File: src/rtl/systolic_pkg.sv
// Shared types and constants for the weight-stationary array sequencer.
// Bus offsets are flat bit positions into the row-major weight bus.
package systolic_pkg;

    localparam int N_DEF     = 4;
    localparam int WIDTH_DEF = 16;
    localparam int CNTW_DEF  = 8;

    typedef enum logic [2:0] {
        S_IDLE   = 3'd0,
        S_LOAD_W = 3'd1,
        S_STREAM = 3'd2,
        S_DRAIN  = 3'd3,
        S_DONE   = 3'd4
    } state_t;

    function automatic int bus_off(input int r, input int c, input int n, input int w);
        return (r * n + c) * w;
    endfunction

endpackage

File: src/rtl/systolic_ctrl_skew_line.sv
// Zero-reset shift register of DEPTH stages; used for per-column skew
// and for the one-bit result tag pipeline.
module skew_line #(
    parameter int DEPTH = 1,
    parameter int WIDTH = 16
) (
    input  logic             clk,
    input  logic             rst_n,
    input  logic [WIDTH-1:0] i_d,
    output logic [WIDTH-1:0] o_q
);

    logic [WIDTH-1:0] r_stage [DEPTH];

    always_ff @(posedge clk or negedge rst_n) begin
        if (!rst_n) begin
            for (int i = 0; i < DEPTH; i++) r_stage[i] <= '0;
        end else begin
            r_stage[0] <= i_d;
            for (int i = 1; i < DEPTH; i++) r_stage[i] <= r_stage[i-1];
        end
    end

    assign o_q = r_stage[DEPTH-1];

endmodule

File: src/rtl/systolic_ctrl.sv
// Sequencer for a weight-stationary NxN PE array: loads weights, skews
// activation vectors onto the top edge and captures row-edge results.
//
// state    | meaning
// ---------+------------------------------------------------------
// S_IDLE   | waiting for start
// S_LOAD_W | accepting N*N weights, row-major
// S_STREAM | accepting activation vectors (bubbles fill gaps)
// S_DRAIN  | all vectors issued, waiting for results to retire
// S_DONE   | single cycle before returning to idle
module systolic_ctrl
    import systolic_pkg::*;
#(
    parameter int N     = N_DEF,
    parameter int WIDTH = WIDTH_DEF,
    parameter int CNTW  = CNTW_DEF
) (
    input  logic                   clk,
    input  logic                   rst,
    input  logic                   start,
    input  logic [CNTW-1:0]        num_vec,
    input  logic                   w_valid,
    output logic                   w_ready,
    input  logic [WIDTH-1:0]       w_data,
    input  logic                   a_valid,
    output logic                   a_ready,
    input  logic [N*WIDTH-1:0]     a_data,
    output logic [N*N*WIDTH-1:0]   weight_bus,
    output logic [N*WIDTH-1:0]     col_in,
    input  logic [N*WIDTH-1:0]     row_out,
    output logic                   y_valid,
    output logic [N*WIDTH-1:0]     y_data,
    output logic                   busy,
    output logic                   done
);

    localparam int IDXW = $clog2(N*N) + 1;

    state_t               r_state;
    state_t               w_state_nxt;
    logic [CNTW-1:0]      r_num_vec;
    logic [CNTW-1:0]      r_issued;
    logic [CNTW-1:0]      r_retired;
    logic [IDXW-1:0]      r_widx;
    logic [N*N*WIDTH-1:0] r_weight_bus;
    logic [N*WIDTH-1:0]   r_y_data;
    logic                 r_y_valid;
    logic                 r_done;

    logic                 w_w_fire;
    logic                 w_a_fire;
    logic                 w_last_w;
    logic                 w_tag_out;
    logic [CNTW:0]        w_retired_nxt;

    assign w_w_fire      = w_valid && w_ready;
    assign w_a_fire      = a_valid && a_ready;
    assign w_last_w      = (r_widx == IDXW'(N*N-1));
    // Counts the result retiring this cycle so DONE lines up with the last y_valid edge.
    assign w_retired_nxt = {1'b0, r_retired} + {{CNTW{1'b0}}, w_tag_out};

    always_comb begin
        w_state_nxt = r_state;
        w_ready     = 1'b0;
        a_ready     = 1'b0;
        case (r_state)
            S_IDLE: begin
                if (start) w_state_nxt = S_LOAD_W;
            end
            S_LOAD_W: begin
                w_ready = 1'b1;
                if (w_valid && w_last_w) w_state_nxt = S_STREAM;
            end
            S_STREAM: begin
                a_ready = (r_issued < r_num_vec);
                if (r_issued == r_num_vec) w_state_nxt = S_DRAIN;
            end
            S_DRAIN: begin
                if (w_retired_nxt == {1'b0, r_num_vec}) w_state_nxt = S_DONE;
            end
            S_DONE: begin
                w_state_nxt = S_IDLE;
            end
            default: w_state_nxt = S_IDLE;
        endcase
    end

    always_ff @(posedge clk or negedge rst) begin
        if (!rst) r_state <= S_IDLE;
        else      r_state <= w_state_nxt;
    end

    always_ff @(posedge clk or negedge rst) begin
        if (!rst) begin
            r_num_vec    <= '0;
            r_issued     <= '0;
            r_retired    <= '0;
            r_widx       <= '0;
            r_weight_bus <= '0;
            r_y_data     <= '0;
            r_y_valid    <= 1'b0;
            r_done       <= 1'b0;
        end else begin
            if (r_state == S_IDLE && start) begin
                r_num_vec <= num_vec;
                r_issued  <= '0;
                r_retired <= '0;
                r_widx    <= '0;
            end
            if (w_w_fire) begin
                r_weight_bus[bus_off(int'(r_widx) / N, int'(r_widx) % N, N, WIDTH) +: WIDTH] <= w_data;
                r_widx <= w_last_w ? '0 : r_widx + 1'b1;
            end
            if (w_a_fire) r_issued <= r_issued + 1'b1;
            r_y_valid <= w_tag_out;
            if (w_tag_out) begin
                r_y_data  <= row_out;
                r_retired <= r_retired + 1'b1;
            end
            r_done <= (r_state == S_DONE);
        end
    end

    // Column c sees a vector c edges after acceptance; the tag lands when row sums are final.
    for (genvar c = 0; c < N; c++) begin : g_col
        skew_line #(.DEPTH(c + 1), .WIDTH(WIDTH)) u_skew (
            .clk   (clk),
            .rst_n (rst),
            .i_d   (w_a_fire ? a_data[c*WIDTH +: WIDTH] : {WIDTH{1'b0}}),
            .o_q   (col_in[c*WIDTH +: WIDTH])
        );
    end

    skew_line #(.DEPTH(N + 1), .WIDTH(1)) u_tag (
        .clk   (clk),
        .rst_n (rst),
        .i_d   (w_a_fire),
        .o_q   (w_tag_out)
    );

    assign weight_bus = r_weight_bus;
    assign y_valid    = r_y_valid;
    assign y_data     = r_y_data;
    assign busy       = (r_state != S_IDLE);
    assign done       = r_done;

endmodule

File: config.mk
export PLATFORM = sky130hd
export DESIGN_NAME = systolic_ctrl
export DESIGN_NICKNAME = d
export VERILOG_FILES = /design/src/rtl/systolic_pkg.sv /design/src/rtl/systolic_ctrl_skew_line.sv /design/src/rtl/systolic_ctrl.sv
export SDC_FILE = /design/constraint.sdc
export NUM_CORES = 1
export LEC_CHECK = 0
export ABC_AREA = 1
export CAP_MARGIN = 20
export CORE_AREA = 3 3 212 214
export DETAILED_ROUTE_END_ITERATION = 10
export DIE_AREA = 0 0 215 217
export HOLD_SLACK_MARGIN = 0.02
export PLACE_DENSITY = 0.81
export SETUP_SLACK_MARGIN = 0.1
export SLEW_MARGIN = 15
export SYNTH_ARGS = -nofsm -noshare
export SYNTH_HDL_FRONTEND = slang
export SYNTH_SLANG_ARGS = --single-unit
File: constraint.sdc
create_clock -name clk -period 3.64 [get_ports clk]
set_input_delay 0.728 -clock clk [delete_from_list [all_inputs] [get_ports clk]]
set_output_delay 0.728 -clock clk [all_outputs]
set_load 0.05 [all_outputs]
# Word-level counts from Yosys, hierarchy flattened
# Index checks and enable logic that the tools add are counted.
word_totals:
  register_bits: 519
  latchBits: 0
  mem_bits_rw: 0
  mem_bits_ro: 0
  inputBits: 157
  out_inout_bits: 389
  mem_count: 0
classes:
  n_addsub: 6
  multipliers: 0
  n_div: 0
  magnitude_cmp: 1
  eq_ne: 11
  n_shift: 2
  mux: 18
  bitwise: 0
  reduce_logical: 10
ops:
  columns: ["op", "count"]
  rows:
  - ["bitwise mux 256 bit", 1]
  - ["variable shift 16 x 33 -> 256 bit, first input constant", 1]
  - ["variable part select 16 x 33 -> 256 bit", 1]
  - ["2-to-1 mux 16 bit", 4]
  - ["negator 10 -> 33 bit", 1]
  - ["2-to-1 mux 8 bit", 3]
  - ["adder 8 x 1 -> 8 bit, second input constant", 2]
  - ["2-to-1 mux 5 bit", 3]
  - ["2-to-1 mux 3 bit", 4]
  - ["case mux 3 bit (4 select lines)", 1]
  - ["adder 8 x 1 -> 9 bit", 1]
  - ["equality test 9 x 8 -> 1 bit", 1]
  - ["equality test 8 bit", 1]
  - ["less-than comparator 8 bit", 1]
  - ["inequality test 2 bit, second input constant", 4]
  - ["adder 5 x 2 -> 6 bit", 1]
  - ["equality test 3 x 2 -> 1 bit, second input constant", 2]
  - ["nonzero test 2 bit", 3]
  - ["adder 5 x 1 -> 5 bit, second input constant", 1]
  - ["equality test 5 x 4 -> 1 bit, second input constant", 1]
  - ["logical AND 1 bit", 4]
  - ["AND reduction 4 bit", 1]
  - ["equality test 3 x 1 -> 1 bit, second input constant", 1]
  - ["equality test 3 bit, second input constant", 1]
  - ["other kinds (3)", 4]

# Depth between registers and ports, before layout
logic_depth:
  ltp_word: 4
  mapped_depth: 14
  mapped_depth_nobuf: 14

# Modules after synthesis
# A second synthesis with hierarchy kept.
unflattened:
  hier_cells: 2066
  area_unflattened_um2: 19854.0
modules_own_cells:
  columns: ["module", "instances", "cells_per_inst", "area_each_um2", "seq_area_each_um2"]
  rows:
  - ["systolic_ctrl", 1, 1853, 15364.7, 8858.5]
  - ["skew_line (g_col[3].u_skew)", 1, 80, 1721.7, 1601.5]
  - ["skew_line (g_col[2].u_skew)", 1, 64, 1321.3, 1201.2]
  - ["skew_line (g_col[1].u_skew)", 1, 48, 920.9, 800.8]
  - ["skew_line (g_col[0].u_skew)", 1, 16, 400.4, 400.4]
  - ["skew_line (u_tag)", 1, 5, 125.1, 125.1]

# Worst setup path after synthesis
# OpenSTA, ideal clock, no wires.
synth_path:
  path_kind: "reg-to-reg"
  start: "reg r_widx[0]"
  end: "reg r_weight_bus[124], in the netlist weight_bus[124]"
  setup_ns: 0.120
  t_arrival_ns: 2.125
  required_ns: 3.520
  slack_ns: 1.395
  stages_incl_launch_ff: 15
  n_path_buf: 2
  path_cell_list: "dfrtp_1 > inv_2 > ha_1 > nand2_1 > nor2_1 > ha_1 > inv_1 > nor3_4 > inv_2 > nor2_4 > buf_6 > nand2_4 > buf_6 > nand2_1 > o21ai_2"
synth_via:
  elab_chain_cells: 4
  elab_cells_between_ends: 5
  cone_classes: "add/sub (2); shift (2); mux (1)"
synth_lines:
  columns: ["element", "line", "source"]
  rows:
  - ["start: declaration", "systolic_ctrl.sv:44", "logic [IDXW-1:0] r_widx;"]
  - ["start signal: assignment", "systolic_ctrl.sv:112", "r_widx <= w_last_w ? '0 : r_widx + 1'b1;"]
  - ["adder 5 x 2 -> 6 bit *", "systolic_pkg.sv:18", "return (r * n + c) * w;"]
  - ["negator 10 -> 33 bit *", "systolic_ctrl.sv:111", "r_weight_bus[bus_off(int'(r_widx) / N, int'(r_widx) % N, N, WIDTH) +: WIDTH] <= w_data;"]
  - ["variable part select 16 x 33 -> 256 bit / variable shift 16 x 33 -> 256 bit (equally long branches)", "systolic_ctrl.sv:111", null]
  - ["bitwise mux 256 bit *", "systolic_ctrl.sv:111", null]
  - ["end signal: indexed assignment", "systolic_ctrl.sv:111", null]
  - ["end: declaration", "systolic_ctrl.sv:45", "logic [N*N*WIDTH-1:0] r_weight_bus;"]
# Every way passes the cells marked *; elsewhere a longest branch is shown, timed or not.
# A chain may end at the register's enable or synchronous reset.

# Final worst setup path
layout_path:
  start: "reg r_num_vec[1]"
  end: "out a_ready"
layout_via:
  elab_chain_cells: 2
layout_lines:
  columns: ["element", "line", "source"]
  rows:
  - ["start: declaration", "systolic_ctrl.sv:41", "logic [CNTW-1:0] r_num_vec;"]
  - ["start signal: assignment", "systolic_ctrl.sv:105", "r_num_vec <= num_vec;"]
  - ["less-than comparator 8 bit", "systolic_ctrl.sv:75", "a_ready = (r_issued < r_num_vec);"]
  - ["2-to-1 mux 1 bit", "systolic_ctrl.sv:66", "case (r_state)"]
  - ["end: declaration", "systolic_ctrl.sv:26", "output logic a_ready,"]
# No other way between the ends.

==> results.cfg <==
[synthesis]
synth_xor_area_frac = 0.003525
synth.distinct_cells = 36
synth.most_common_cell = nand2_1
yosysWarnings = 0
synth.top_cells.by_count = nand2_1 (706), dfrtp_1 (519), o21ai_0 (209)
ys_seq_area_frac = 0.6534
synth-main-ff-cell = dfrtp_1
synthMuxAreaShare = 0.0005665
synth_top_cell_by_area = dfrtp_1
synth_top_family_by_area = simple AND/OR/NAND/NOR gates
synth_seq_cells = 519
async_flop_share = 1.000
synth_area_um2 = 19880
synth_simple_gate_area_frac = 0.1840
yosys.area_share.adder = 0.01007
synth-edff-count = 0
postSynthAreaPerCell_um2 = 9.792
yosysTopAreaCellShare = 0.6534
synth.area.top_cells = dfrtp_1 (65%), nand2_1 (13%), o21ai_0 (5.3%), inv_1 (2.9%), nor2_1 (2.1%)
synth-compound-area-share = 0.07849
syn-instance-count = 2030
synth_nets = 2203

[global_routing]
grt_usage = 0.2469
grt_pass1_vias = 16120
grt_antenna_before_repair = 0
grt_max_degree = 91
grt_pass1_wl_um = 91180
overflow = 0

[final_layout]
antennaDiodeCount = 0
drive_above_1_share = 0.07037
fin_nets = 2695
fillCellCount = 3280
final_util = 0.6340
area_delta_synth_final_pct = 37.38

[critical_path]
crit_fanout = 2
crit_start = r_num_vec[1]
arrival_ns = 2.62
reg2reg_depth = 10
critPathRequiredTime_ns = 2.91
worstSetupEndpointType = primary output
startpoint_type = register
path_class = reg2out
crit-reg2reg-capture = weight_bus[37]
reg2reg_slack_ns = 0.73
r2r_start = r_widx[0]

[timing]
setup_viol = 0
worstMarginPinSlew_ns = 0.9541
timing.hold.ws_ns = 0.1580
slew_viol_final = 0
finalCriticalPeriod_ns = 3.345
fin_skew_ns = 0.01487
final-hold-violation-count = 0
rsz0062_at_grt = no
fin_crit_sh = 0.9189
tns_ns = 0
fmax_mhz = 299.0
max-slew-margin-rel = 0.3624

[floorplanning]
initial_utilization = 0.4615
die_w_um = 215
placementRows = 76
ios = 546
dieArea_um2 = 46660
dieHeight_um = 217
core_area_um2 = 43080

[flow_run]
cap_viol_max_count = 0

[clock_network]
clkLatencyLatePin_ns = 0.59
cts_setup_buffers = 0
clock-sinks = 519
htreeDepth = 2
root_buffer = clkbuf_16
postCtsHoldBufs = 0
cts_buffers = 51
cts_buffer_depth = 3
cts_resized = 0
cts_tree = yes
clkTransAtPathRegs_ns = 0.06

[power]
ir_worst_vdd_mv = 0.6305
p_leak_nw = 13.52
p_per_area_nw_per_um2 = 720.9

[detailed_routing]
drc = 0
wl_um = 58560
drt-pass1-iter-count = 5
initialDrtViolationCount = 1543
ant_nets = 0
routedWlPerCell_um = 18.63
vias = 15972
viasPerCell = 5.082

[status]
status = complete, no violations

[worst_hold_path]
hold_class = in2async

[place]
port_buffers = 545
gp_congestion = 0.8881
hpwl_um = 42570
sequential cells by signal (all words and copies together), names as in the netlist:
signal / count
y_valid: 1
r_state: 3
done: 1
r_num_vec: 8
y_data: 64
r_retired: 8
g_col.u_skew.o_q: 64
u_tag.r_stage: 4
weight_bus: 256
u_tag.o_q: 1
r_issued: 8
r_widx: 5
g_col.u_skew.r_stage: 96
cells by family (layout without fill, tap and decap cells):
| family | after synthesis | in the layout |
|---|---|---|
| multiplexers | 1 | 1 |
| AO/OA/AOI/OAI | 284 | 284 |
| buffers and inverters | 299 | 827 |
| flip-flops | 519 | 519 |
| AND/OR/NAND/NOR | 903 | 903 |
| XOR/XNOR | 8 | 8 |
| adder cells (fa/ha/maj) | 16 | 16 |
cell type report:
type / instances / area (um2) / share of cell area
well taps: 585 / 732.0 / 0.02680
clock inverters: 21 / 302.8 / 0.01109
inverters: 162 / 608.1 / 0.02227
flip-flops and latches: 519 / 12990 / 0.4756
multi-input cells: 1212 / 5502 / 0.2015
clock buffers: 68 / 1420 / 0.05200
repair buffers: 576 / 5756 / 0.2108
metal layers:
layer	global-route usage	up-vias	routed length [um]
li1	-	7272	-
met1	0.2985	7735	21790
met2	0.4217	819	28630
met4	0.09451	0	2610
met5	0	-	0
met3	0.07135	146	5523
metrics by stage:
stage | total power [W] | cell area, um2 | cells | setup WS [ns]
floorplan | 0.01185 | 19880 | 2030 | 1.395
global placement | 0.01415 | 25590 | 3054 | 0.8262
detailed placement | 0.01434 | 25590 | 3054 | 0.6820
CTS | 0.01982 | 27310 | 3143 | 0.2426
global route | 0.02064 | 27310 | 3143 | 0.1583
finish | 0.01969 | 27310 | 3143 | 0.2952
cell usage in the layout, fill, tap and decap left out, drive strengths merged:
cell type / netlist / final
o32ai: 1 / 1
clkinv: 0 / 13
mux2: 1 / 1
ha: 16 / 16
or2: 3 / 3
dfrtp: 519 / 519
nand2b: 1 / 1
nor3: 9 / 9
o21ai: 260 / 260
nand4: 2 / 2
a21oi: 15 / 15
a21boi: 1 / 1
o22ai: 4 / 4
clkdlybuf4s50: 0 / 544
nand3: 56 / 56
xor2: 5 / 5
o21bai: 1 / 1
inv: 162 / 163
o211ai: 2 / 2
nor2: 120 / 120
clkinvlp: 0 / 1
nand2: 712 / 712
buf: 69 / 32
bufinv: 0 / 6
clkbuf: 68 / 68
xnor2: 3 / 3
where the power goes:
group	internal, W	total (W)	leakage [nW]	switching, W
sequential	0.00673	0.00728	7.04	0.000552
clock	0.00317	0.00540	0.849	0.00222
combinational	0.00200	0.00701	5.64	0.00501
total	0.0119	0.0197	13.5	0.00778
how the worst max path moves through the flow:
stage	depth (start not counted)	endpoint	slack (ns)
2_1_floorplan	14	weight_bus[124]	1.39
3_3_place_gp	7	weight_bus[214]	0.83
3_5_place_dp	7	weight_bus[254]	0.68
4_1_cts	8	a_ready	0.24
5_1_grt	8	a_ready	0.16
6_report	8	a_ready	0.30
critical path, cell delays in order, from the launching register on:
cell	delay, ns
dfrtp_1	0.36
inv_1	0.09
ha_1	0.31
a21oi_1	0.14
o21ai_0	0.10
nand2_1	0.08
nand2_1	0.05
inv_1	0.10
clkdlybuf4s50_1	0.81
Power figures use the tool's default switching activity.
